`src/rtl/window_buffer_if.sv`:
```
// Handshake and window bus between the element source, window_buffer and the
// window consumer. clr travels with the bus because the source drives it.
interface window_buffer_if #(
  parameter int DATA_W = 8,
  parameter int ROWS   = 4,
  parameter int COLS   = 4
);
  localparam int RW = (ROWS > 1) ? $clog2(ROWS) : 1;
  localparam int CW = (COLS > 1) ? $clog2(COLS) : 1;

  logic                          clr;
  logic                          in_valid;
  logic                          in_ready;
  logic [DATA_W-1:0]             data_in;
  logic                          out_valid;
  logic                          out_ready;
  logic                          slide;
  logic [ROWS*COLS*DATA_W-1:0]   data_out;
  logic [RW-1:0]                 fill_row;
  logic [CW-1:0]                 fill_col;

  modport slave (
    input  clr, in_valid, data_in, out_ready, slide,
    output in_ready, out_valid, data_out, fill_row, fill_col
  );

  modport master (
    output clr, in_valid, data_in, out_ready, slide,
    input  in_ready, out_valid, data_out, fill_row, fill_col
  );
endinterface

```
`src/rtl/window_buffer.sv`:
```
// ROWS x COLS window buffer: fills row-major, then holds the window until released.
// Define WINDOW_BUFFER_SLIDE_EN to enable slide releases (shift left, refill last column).
module window_buffer #(
  parameter int DATA_W = 8,
  parameter int ROWS   = 4,
  parameter int COLS   = 4
) (
  input  logic              clk,
  input  logic              rst,
  window_buffer_if.slave    bus
);
  localparam int RW = (ROWS > 1) ? $clog2(ROWS) : 1;
  localparam int CW = (COLS > 1) ? $clog2(COLS) : 1;
  localparam logic [RW-1:0] ROW_LAST = RW'(ROWS - 1);
  localparam logic [CW-1:0] COL_LAST = CW'(COLS - 1);

  typedef enum logic {FILL = 1'b0, FULL = 1'b1} state_t;

  state_t            state_q, state_d;
  logic [RW-1:0]     row_q, row_d;
  logic [CW-1:0]     col_q, col_d;
  logic              wr_en;
  logic              slide_mode;
  logic [DATA_W-1:0] win [ROWS][COLS];

`ifdef WINDOW_BUFFER_SLIDE_EN
  logic slide_rel;
  logic slm_d;

  // Remembers that the current fill only targets the last column.
  always_ff @(posedge clk or posedge rst) begin
    if (rst) slide_mode <= 1'b0;
    else     slide_mode <= slm_d;
  end
`else
  logic unused_slide;
  assign unused_slide = bus.slide;
  assign slide_mode   = 1'b0;
`endif

  always_ff @(posedge clk or posedge rst) begin
    if (rst) begin
      state_q <= FILL;
      row_q   <= '0;
      col_q   <= '0;
    end else begin
      state_q <= state_d;
      row_q   <= row_d;
      col_q   <= col_d;
    end
  end

  always_comb begin
    state_d = state_q;
    row_d   = row_q;
    col_d   = col_q;
    wr_en   = 1'b0;
`ifdef WINDOW_BUFFER_SLIDE_EN
    slide_rel = 1'b0;
    slm_d     = slide_mode;
`endif
    if (bus.clr) begin
      state_d = FILL;
      row_d   = '0;
      col_d   = '0;
`ifdef WINDOW_BUFFER_SLIDE_EN
      slm_d   = 1'b0;
`endif
    end else begin
      unique case (state_q)
        FILL: begin
          if (bus.in_valid) begin
            wr_en = 1'b1;
            if (slide_mode) begin
              if (row_q == ROW_LAST) begin
                state_d = FULL;
                row_d   = '0;
                col_d   = '0;
              end else begin
                row_d = row_q + 1'b1;
              end
            end else if (col_q == COL_LAST) begin
              col_d = '0;
              if (row_q == ROW_LAST) begin
                state_d = FULL;
                row_d   = '0;
              end else begin
                row_d = row_q + 1'b1;
              end
            end else begin
              col_d = col_q + 1'b1;
            end
          end
        end
        FULL: begin
          if (bus.out_ready) begin
            state_d = FILL;
            row_d   = '0;
            col_d   = '0;
`ifdef WINDOW_BUFFER_SLIDE_EN
            if (bus.slide) begin
              slide_rel = 1'b1;
              col_d     = COL_LAST;
              slm_d     = 1'b1;
            end else begin
              slm_d     = 1'b0;
            end
`endif
          end
        end
        default: state_d = FILL;
      endcase
    end
  end

  // Storage is written only by a handshake, a slide release or a clear.
  always_ff @(posedge clk or posedge rst) begin
    if (rst) begin
      for (int r = 0; r < ROWS; r++)
        for (int c = 0; c < COLS; c++)
          win[r][c] <= '0;
    end else if (bus.clr) begin
      for (int r = 0; r < ROWS; r++)
        for (int c = 0; c < COLS; c++)
          win[r][c] <= '0;
`ifdef WINDOW_BUFFER_SLIDE_EN
    end else if (slide_rel) begin
      for (int r = 0; r < ROWS; r++) begin
        for (int c = 0; c < COLS - 1; c++)
          win[r][c] <= win[r][c+1];
        win[r][COLS-1] <= '0;
      end
`endif
    end else if (wr_en) begin
      for (int r = 0; r < ROWS; r++)
        for (int c = 0; c < COLS; c++)
          if (row_q == RW'(r) && col_q == CW'(c))
            win[r][c] <= bus.data_in;
    end
  end

  assign bus.in_ready  = (state_q == FILL);
  assign bus.out_valid = (state_q == FULL);
  assign bus.fill_row  = row_q;
  assign bus.fill_col  = col_q;

  // Element (0,0) lands in the most significant slot.
  for (genvar gr = 0; gr < ROWS; gr++) begin : g_row
    for (genvar gc = 0; gc < COLS; gc++) begin : g_col
      assign bus.data_out[(ROWS*COLS-1-(gr*COLS+gc))*DATA_W +: DATA_W] = win[gr][gc];
    end
  end
endmodule

```
`src/flat_wrapper.sv`:
```
// flat-port wrapper written by rule: the top's interface ports become plain ports
module window_buffer_flat 
#(
  parameter int DATA_W = 8,
  parameter int ROWS   = 4,
  parameter int COLS   = 4
)
  (clk, rst, bus_clr, bus_in_valid, bus_data_in, bus_out_ready, bus_slide, bus_in_ready, bus_out_valid, bus_data_out, bus_fill_row, bus_fill_col);
  window_buffer_if #(.DATA_W(DATA_W), .ROWS(ROWS), .COLS(COLS)) bus_i ();
  input  logic clk;
  input  logic rst;
  input wire logic [$bits(bus_i.clr)-1:0] bus_clr;
  input wire logic [$bits(bus_i.in_valid)-1:0] bus_in_valid;
  input wire logic [$bits(bus_i.data_in)-1:0] bus_data_in;
  input wire logic [$bits(bus_i.out_ready)-1:0] bus_out_ready;
  input wire logic [$bits(bus_i.slide)-1:0] bus_slide;
  output wire logic [$bits(bus_i.in_ready)-1:0] bus_in_ready;
  output wire logic [$bits(bus_i.out_valid)-1:0] bus_out_valid;
  output wire logic [$bits(bus_i.data_out)-1:0] bus_data_out;
  output wire logic [$bits(bus_i.fill_row)-1:0] bus_fill_row;
  output wire logic [$bits(bus_i.fill_col)-1:0] bus_fill_col;
  assign bus_i.clr = bus_clr;
  assign bus_i.in_valid = bus_in_valid;
  assign bus_i.data_in = bus_data_in;
  assign bus_i.out_ready = bus_out_ready;
  assign bus_i.slide = bus_slide;
  assign bus_in_ready = bus_i.in_ready;
  assign bus_out_valid = bus_i.out_valid;
  assign bus_data_out = bus_i.data_out;
  assign bus_fill_row = bus_i.fill_row;
  assign bus_fill_col = bus_i.fill_col;
  window_buffer #(.DATA_W(DATA_W), .ROWS(ROWS), .COLS(COLS)) u_core (.clk(clk), .rst(rst), .bus(bus_i));
endmodule
```
`config.mk`:
```
export PLATFORM = sky130hd
export DESIGN_NAME = window_buffer_flat
export DESIGN_NICKNAME = d
export VERILOG_FILES = /design/src/rtl/window_buffer_if.sv /design/src/rtl/window_buffer.sv /design/src/flat_wrapper.sv
export SDC_FILE = /design/constraint.sdc
export NUM_CORES = 1
export LEC_CHECK = 0
export ABC_AREA = 1
export CAP_MARGIN = 20
export CORE_ASPECT_RATIO = 2
export CORE_MARGIN = 2
export CORE_UTILIZATION = 35
export DETAILED_ROUTE_END_ITERATION = 8
export PLACE_DENSITY = 0.62
export SETUP_SLACK_MARGIN = 0.05
export SLEW_MARGIN = 20
export SYNTH_ARGS = -nofsm -noshare
export SYNTH_HDL_FRONTEND = slang
export SYNTH_SLANG_ARGS = --single-unit
```
`constraint.sdc`:
```
create_clock -name clk -period 10.33 [get_ports clk]
set_clock_uncertainty 0.1 [all_clocks]
set_input_delay 1.5495 -clock clk [delete_from_list [all_inputs] [get_ports clk]]
set_output_delay 1.5495 -clock clk [all_outputs]
set_load 0.02 [all_outputs]
```
Word level (Yosys, flattened, before mapping)
Index checks and enable logic that the tools add are counted.
{"block": "totals", "in_bits": 14, "regBits": 133, "out_inout_bits": 134, "elab_cells": 121}
{"block": "op_classes", "add_sub_neg": 2, "muxes": 37, "eq_ne": 9, "reduce_logical": 53, "bitwise": 1}
{"op": "$mux 128", "n": 2}
{"op": "$mux 8", "n": 16}
{"op": "$reduce_and 2->1", "n": 17}
{"op": "$reduce_bool 2->1", "n": 17}
{"op": "$logic_and 1x1->1", "n": 16}
{"op": "$mux 2", "n": 8}
{"op": "$eq 2x2->1 const B", "n": 4}
{"op": "$mux 1", "n": 8}
{"op": "$pmux 2 s2", "n": 2}
{"op": "$ne 3x3->1 const B", "n": 2}
{"op": "$add 2x1->2 const B", "n": 2}
{"op": "$eq 2x1->1 const B", "n": 2}
{"op": "$logic_not 2->1", "n": 2}
{"op": "$ne 3x2->1 const B", "n": 1}
{"op": "$reduce_and 3->1", "n": 1}
{"op": "$pmux 1 s2", "n": 1}
{"op": "$not 1->1", "n": 1}

Longest topological paths before layout
{"block": "logic_depth", "word_depth": 6, "mapped_depth": 8, "ltp_nobuf": 8}

Worst setup path after synthesis
Ideal clock, no wire load.
{"block": "synth_path", "kind": "input to register", "from": "input bus_in_valid", "to": "register u_core.win, in the netlist u_core.bus.data_out[15]", "slack_ps": 7839, "n_path_buf": 1, "t_required_ps": 10165, "arrival_ps": 2326, "path_stages": 7, "path_cell_list": "inv_2 nor2_4 buf_12 nand2_8 clkinv_4 nand2_1 nand2_1"}
{"block": "synth_via", "elab_chain_len": 5}
{"element": "start, declared", "line": "flat_wrapper.sv:13", "text": "input wire logic [$bits(bus_i.in_valid)-1:0] bus_in_valid;"}
{"element": "$mux 1", "line": "window_buffer.sv:72", "text": "if (bus.in_valid) begin"}
{"element": "$mux 1", "line": "window_buffer.sv:70", "text": "unique case (state_q)"}
{"element": "$mux 1", "line": "window_buffer.sv:62", "text": "if (bus.clr) begin"}
{"element": "$reduce_bool 2->1 (no source line)"}
{"element": "$reduce_and 2->1 (no source line)"}
{"element": "end signal, assigned by index", "line": "window_buffer.sv:138", "text": "win[r][c] <= bus.data_in;"}
{"element": "end, declared", "line": "window_buffer.sv:24", "text": "logic [DATA_W-1:0] win [ROWS][COLS];"}
Every way passes these cells.
A chain may end at the register's enable or synchronous reset.

Worst setup path in the final report
{"block": "layout_path", "from": "input bus_in_valid", "to": "register u_core.win, in the netlist u_core.bus.data_out[116]"}
Same word-level chain as after synthesis.

==> impl_metrics.sql <==
INSERT INTO impl_metrics (metric_group, metric, value, unit) VALUES
('synth', 'netlist_top_cells_area', 'dfrtp_1, nand2_1, nand3_1', ''),
('power_and_ir_drop', 'power.switching_fraction', '0.246', ''),
('sta', 'finalWorstPathRequiredPeriod', '3.45', 'ns'),
('synth', 'syn_area_per_cell', '8.76', 'sq um'),
('drt', 'detail_route.wirelength', '17200', 'microns'),
('run_status', 'outcome', 'completed', ''),
('synth', 'synth_warnings', '0', ''),
('drt', 'drtAntennaViolNets', '0', ''),
('clock_network', 'post_cts_hold_buffer_count', '0', ''),
('synth', 'synth_nets', '684', ''),
('clock_network', 'cts_root_buf', 'clkbuf_16', ''),
('synth', 'synth-main-ff-cell', 'dfrtp_1', ''),
('drt', 'routed_via_density', '4.80', ''),
('worst_setup_path', 'ordered_list_of_cells_on_the_worst_path', 'clkdlybuf4s50_1 -> inv_2 -> nor2_4 -> buf_4 -> nand2_2 -> inv_1 -> nand2_1 -> nand2_1', ''),
('sta', 'worstMarginPinSlew', '1.11', 'ns'),
('flow_run', 'maxCapViolations', '0', ''),
('power_and_ir_drop', 'power.combinational.fraction', '0.092', ''),
('synth', 'synth_most_common_cell', 'nand2_1', ''),
('power_and_ir_drop', 'power_switching', '0.000325', 'W'),
('worst_setup_path', 'critical-path-max-stage-delay', '0.55', 'ns'),
('global_route', 'largest_net_degree_at_the_start_of_global_routing', '68', ''),
('sta', 'unrepaired_setup_endpoints_after_global_routing', 'false', ''),
('synth', 'synthesized_instance_count', '662', ''),
('clock_network', 'cts_htree_levels', '4', ''),
('power_and_ir_drop', 'irDropWorstVdd', '0.113', 'mV'),
('drt', 'drcViolationCount', '0', ''),
('global_route', 'global_route_wire_length_before_repair', '26700', 'microns'),
('place', 'post-place-ws', '6.44', 'ns'),
('sta', 'maxSlewHeadroom', '0.256', ''),
('synth', 'netlist_area_before_placement', '5800', 'sq um'),
('cells_and_area', 'regArea', '3330', 'sq um'),
('synth', 'synth_top_cell_area_share', '0.574', ''),
('power_and_ir_drop', 'leakage', '4.27', 'nW'),
('worst_setup_path', 'critPathSlowestCell', 'clkdlybuf4s50_1', ''),
('synth', 'synth_top_cells_by_count', 'nand2_1, nand3_1, dfrtp_1', ''),
('clock_network', 'clk_pin_slew', '0.06', 'ns'),
('floorplanning', 'starting_density_of_the_core', '0.357', ''),
('place', 'dp_hpwl', '11100', 'microns'),
('drt', 'routedLengthMet1', '6710', 'microns'),
('sta', 'post-route-worst-setup-slack', '6.88', 'ns'),
('global_route', 'grtUsageTotal', '0.203', ''),
('clock_network', 'cts_num_sinks', '133', ''),
('synth', 'synth_seq_area_share', '0.574', ''),
('drt', 'via_count', '4911', ''),
('synth', 'synth_top_area_cell', 'dfrtp_1', ''),
('cells_and_area', 'layout-drive-gt1-share', '0.0878', ''),
('power_and_ir_drop', 'p_seq_frac', '0.410', ''),
('sta', 'final.setup.tns', '0', 'ns'),
('drt', 'drtPass1Iterations', '5', ''),
('worst_setup_path', 'timing.rr.end', 'u_core.bus.data_out[116]$_DFFE_PP0P_', ''),
('synth', 'synth-edff-count', '0', ''),
('drt', 'top_signal_layer_used', 'met4', ''),
('clock_network', 'cts_resized', '0', ''),
('worst_setup_path', 'critical_path_class', 'in -> reg', ''),
('floorplanning', 'die_width', '95.0', 'microns'),
('worst_setup_path', 'worstRegToRegCells', '6', ''),
('hold_path', 'class_of_the_tightest_hold_or_removal_check', 'reg -> reg', ''),
('drt', 'detailedRoute.firstIterationViolations', '283', ''),
('worst_setup_path', 'timing.critical_path.arrival', '3.69', 'ns'),
('drt', 'wl_met2', '9400', 'microns'),
('cells_and_area', 'multiInputGateArea', '2150', 'sq um'),
('worst_setup_path', 'critical-path-top-cell-by-count', 'nand2_1', ''),
('global_route', 'globalRouteOverflowTotal', '0', ''),
('cells_and_area', 'area.growth.synth_to_final', '39.6', '%'),
('floorplanning', 'pin_count', '148', ''),
('clock_network', 'clock_tree.buffer_depth', '2', ''),
('worst_setup_path', 'worstPathRequired', '10.57', 'ns'),
('sta', 'timing_max_transition_violations_final', '0', ''),
('sta', 'maxClockFrequency', '0.290', 'GHz'),
('hold_path', 'end_point_of_the_most_critical_hold_path', 'u_core.bus.data_out[21]$_DFFE_PP0P_', ''),
('worst_setup_path', 'worst_setup_path_start_kind', 'input pin', '');
[metrics by stage]
stage / cell area, sq um / instances / util / hold slack, ns
after floorplan: 5800 / 662 / - / 0.507
after global placement: 7460 / 992 / 0.458 / 0.381
after detailed placement: 7460 / 992 / 0.458 / 0.385
after CTS: 8100 / 1024 / 0.498 / 0.398
after global routing: 8100 / 1024 / 0.498 / 0.416
final: 8100 / 1024 / 0.498 / 0.393
[per-layer routing]
metal  track usage  vias to the layer above
li1              -                     2381
met1         0.243                     2362
met2         0.360                      143
met3        0.0336                       25
met4        0.0736                        0
met5             0                        -
[registers in the layout (all words and copies together), names as in the netlist]
name                  count
u_core.bus.data_out     128
u_core.bus.fill_row       2
u_core.bus.fill_col       2
u_core.bus.out_valid      1
[worst max-delay path by stage]
stage / end / slack [ns] / depth (start not counted)
final: u_core.bus.data_out[116]$_DFFE_PP0P_ / 6.88 / 8
after global routing: u_core.bus.data_out[118]$_DFFE_PP0P_ / 6.73 / 8
after floorplan: u_core.bus.data_out[0]$_DFFE_PP0P_ / 5.13 / 1
after global placement: u_core.bus.data_out[72]$_DFFE_PP0P_ / 6.45 / 8
after CTS: u_core.bus.data_out[72]$_DFFE_PP0P_ / 6.87 / 8
after detailed placement: u_core.bus.data_out[73]$_DFFE_PP0P_ / 6.44 / 8
[layout by cell type, fill, tap and decap left out, drive strengths merged]
cell type / n
a21oi: 1
buf: 4
bufinv: 4
clkbuf: 21
clkdlybuf4s50: 146
clkinv: 14
clkinvlp: 1
dfrtp: 133
ha: 8
inv: 41
nand2: 298
nand3: 135
nor2: 12
nor3: 1
o21ai: 1
[cell type report]
| class | instances | area share |
|---|---|---|
| clock buffers | 21 | 0.0581 |
| clock inverters | 11 | 0.0213 |
| inverters | 49 | 0.0292 |
| multi-input cells | 456 | 0.265 |
| flip-flops and latches | 133 | 0.411 |
| well taps | 204 | 0.0315 |
| repair buffers | 150 | 0.184 |
[worst max-delay path: cells and delay by family]
family,cells,cell delay (ns)
buf+inv,4,1.33
simple gates,4,0.79
[logic make-up after synthesis]
kind of cell	count (synthesis)	synth area share
buffers and inverters	73	0.0600
AO/OA/AOI/OAI	2	0.00172
adder cells (fa/ha/maj)	8	0.0173
AND/OR/NAND/NOR	446	0.347
flip-flops	133	0.574
[power by group through the flow]
stage | logic (W) | registers, W | clock network, W
final | 0.000121 | 0.000542 | 0.000658
after global routing | 0.000134 | 0.000543 | 0.000695
after CTS | 0.000124 | 0.000542 | 0.000668
after detailed placement | 0.000123 | 0.000551 | 0
after global placement | 0.000123 | 0.000551 | 0
after floorplan | 0.0000579 | 0.000563 | 0
Note: power is estimated with default switching activity, not from simulation.
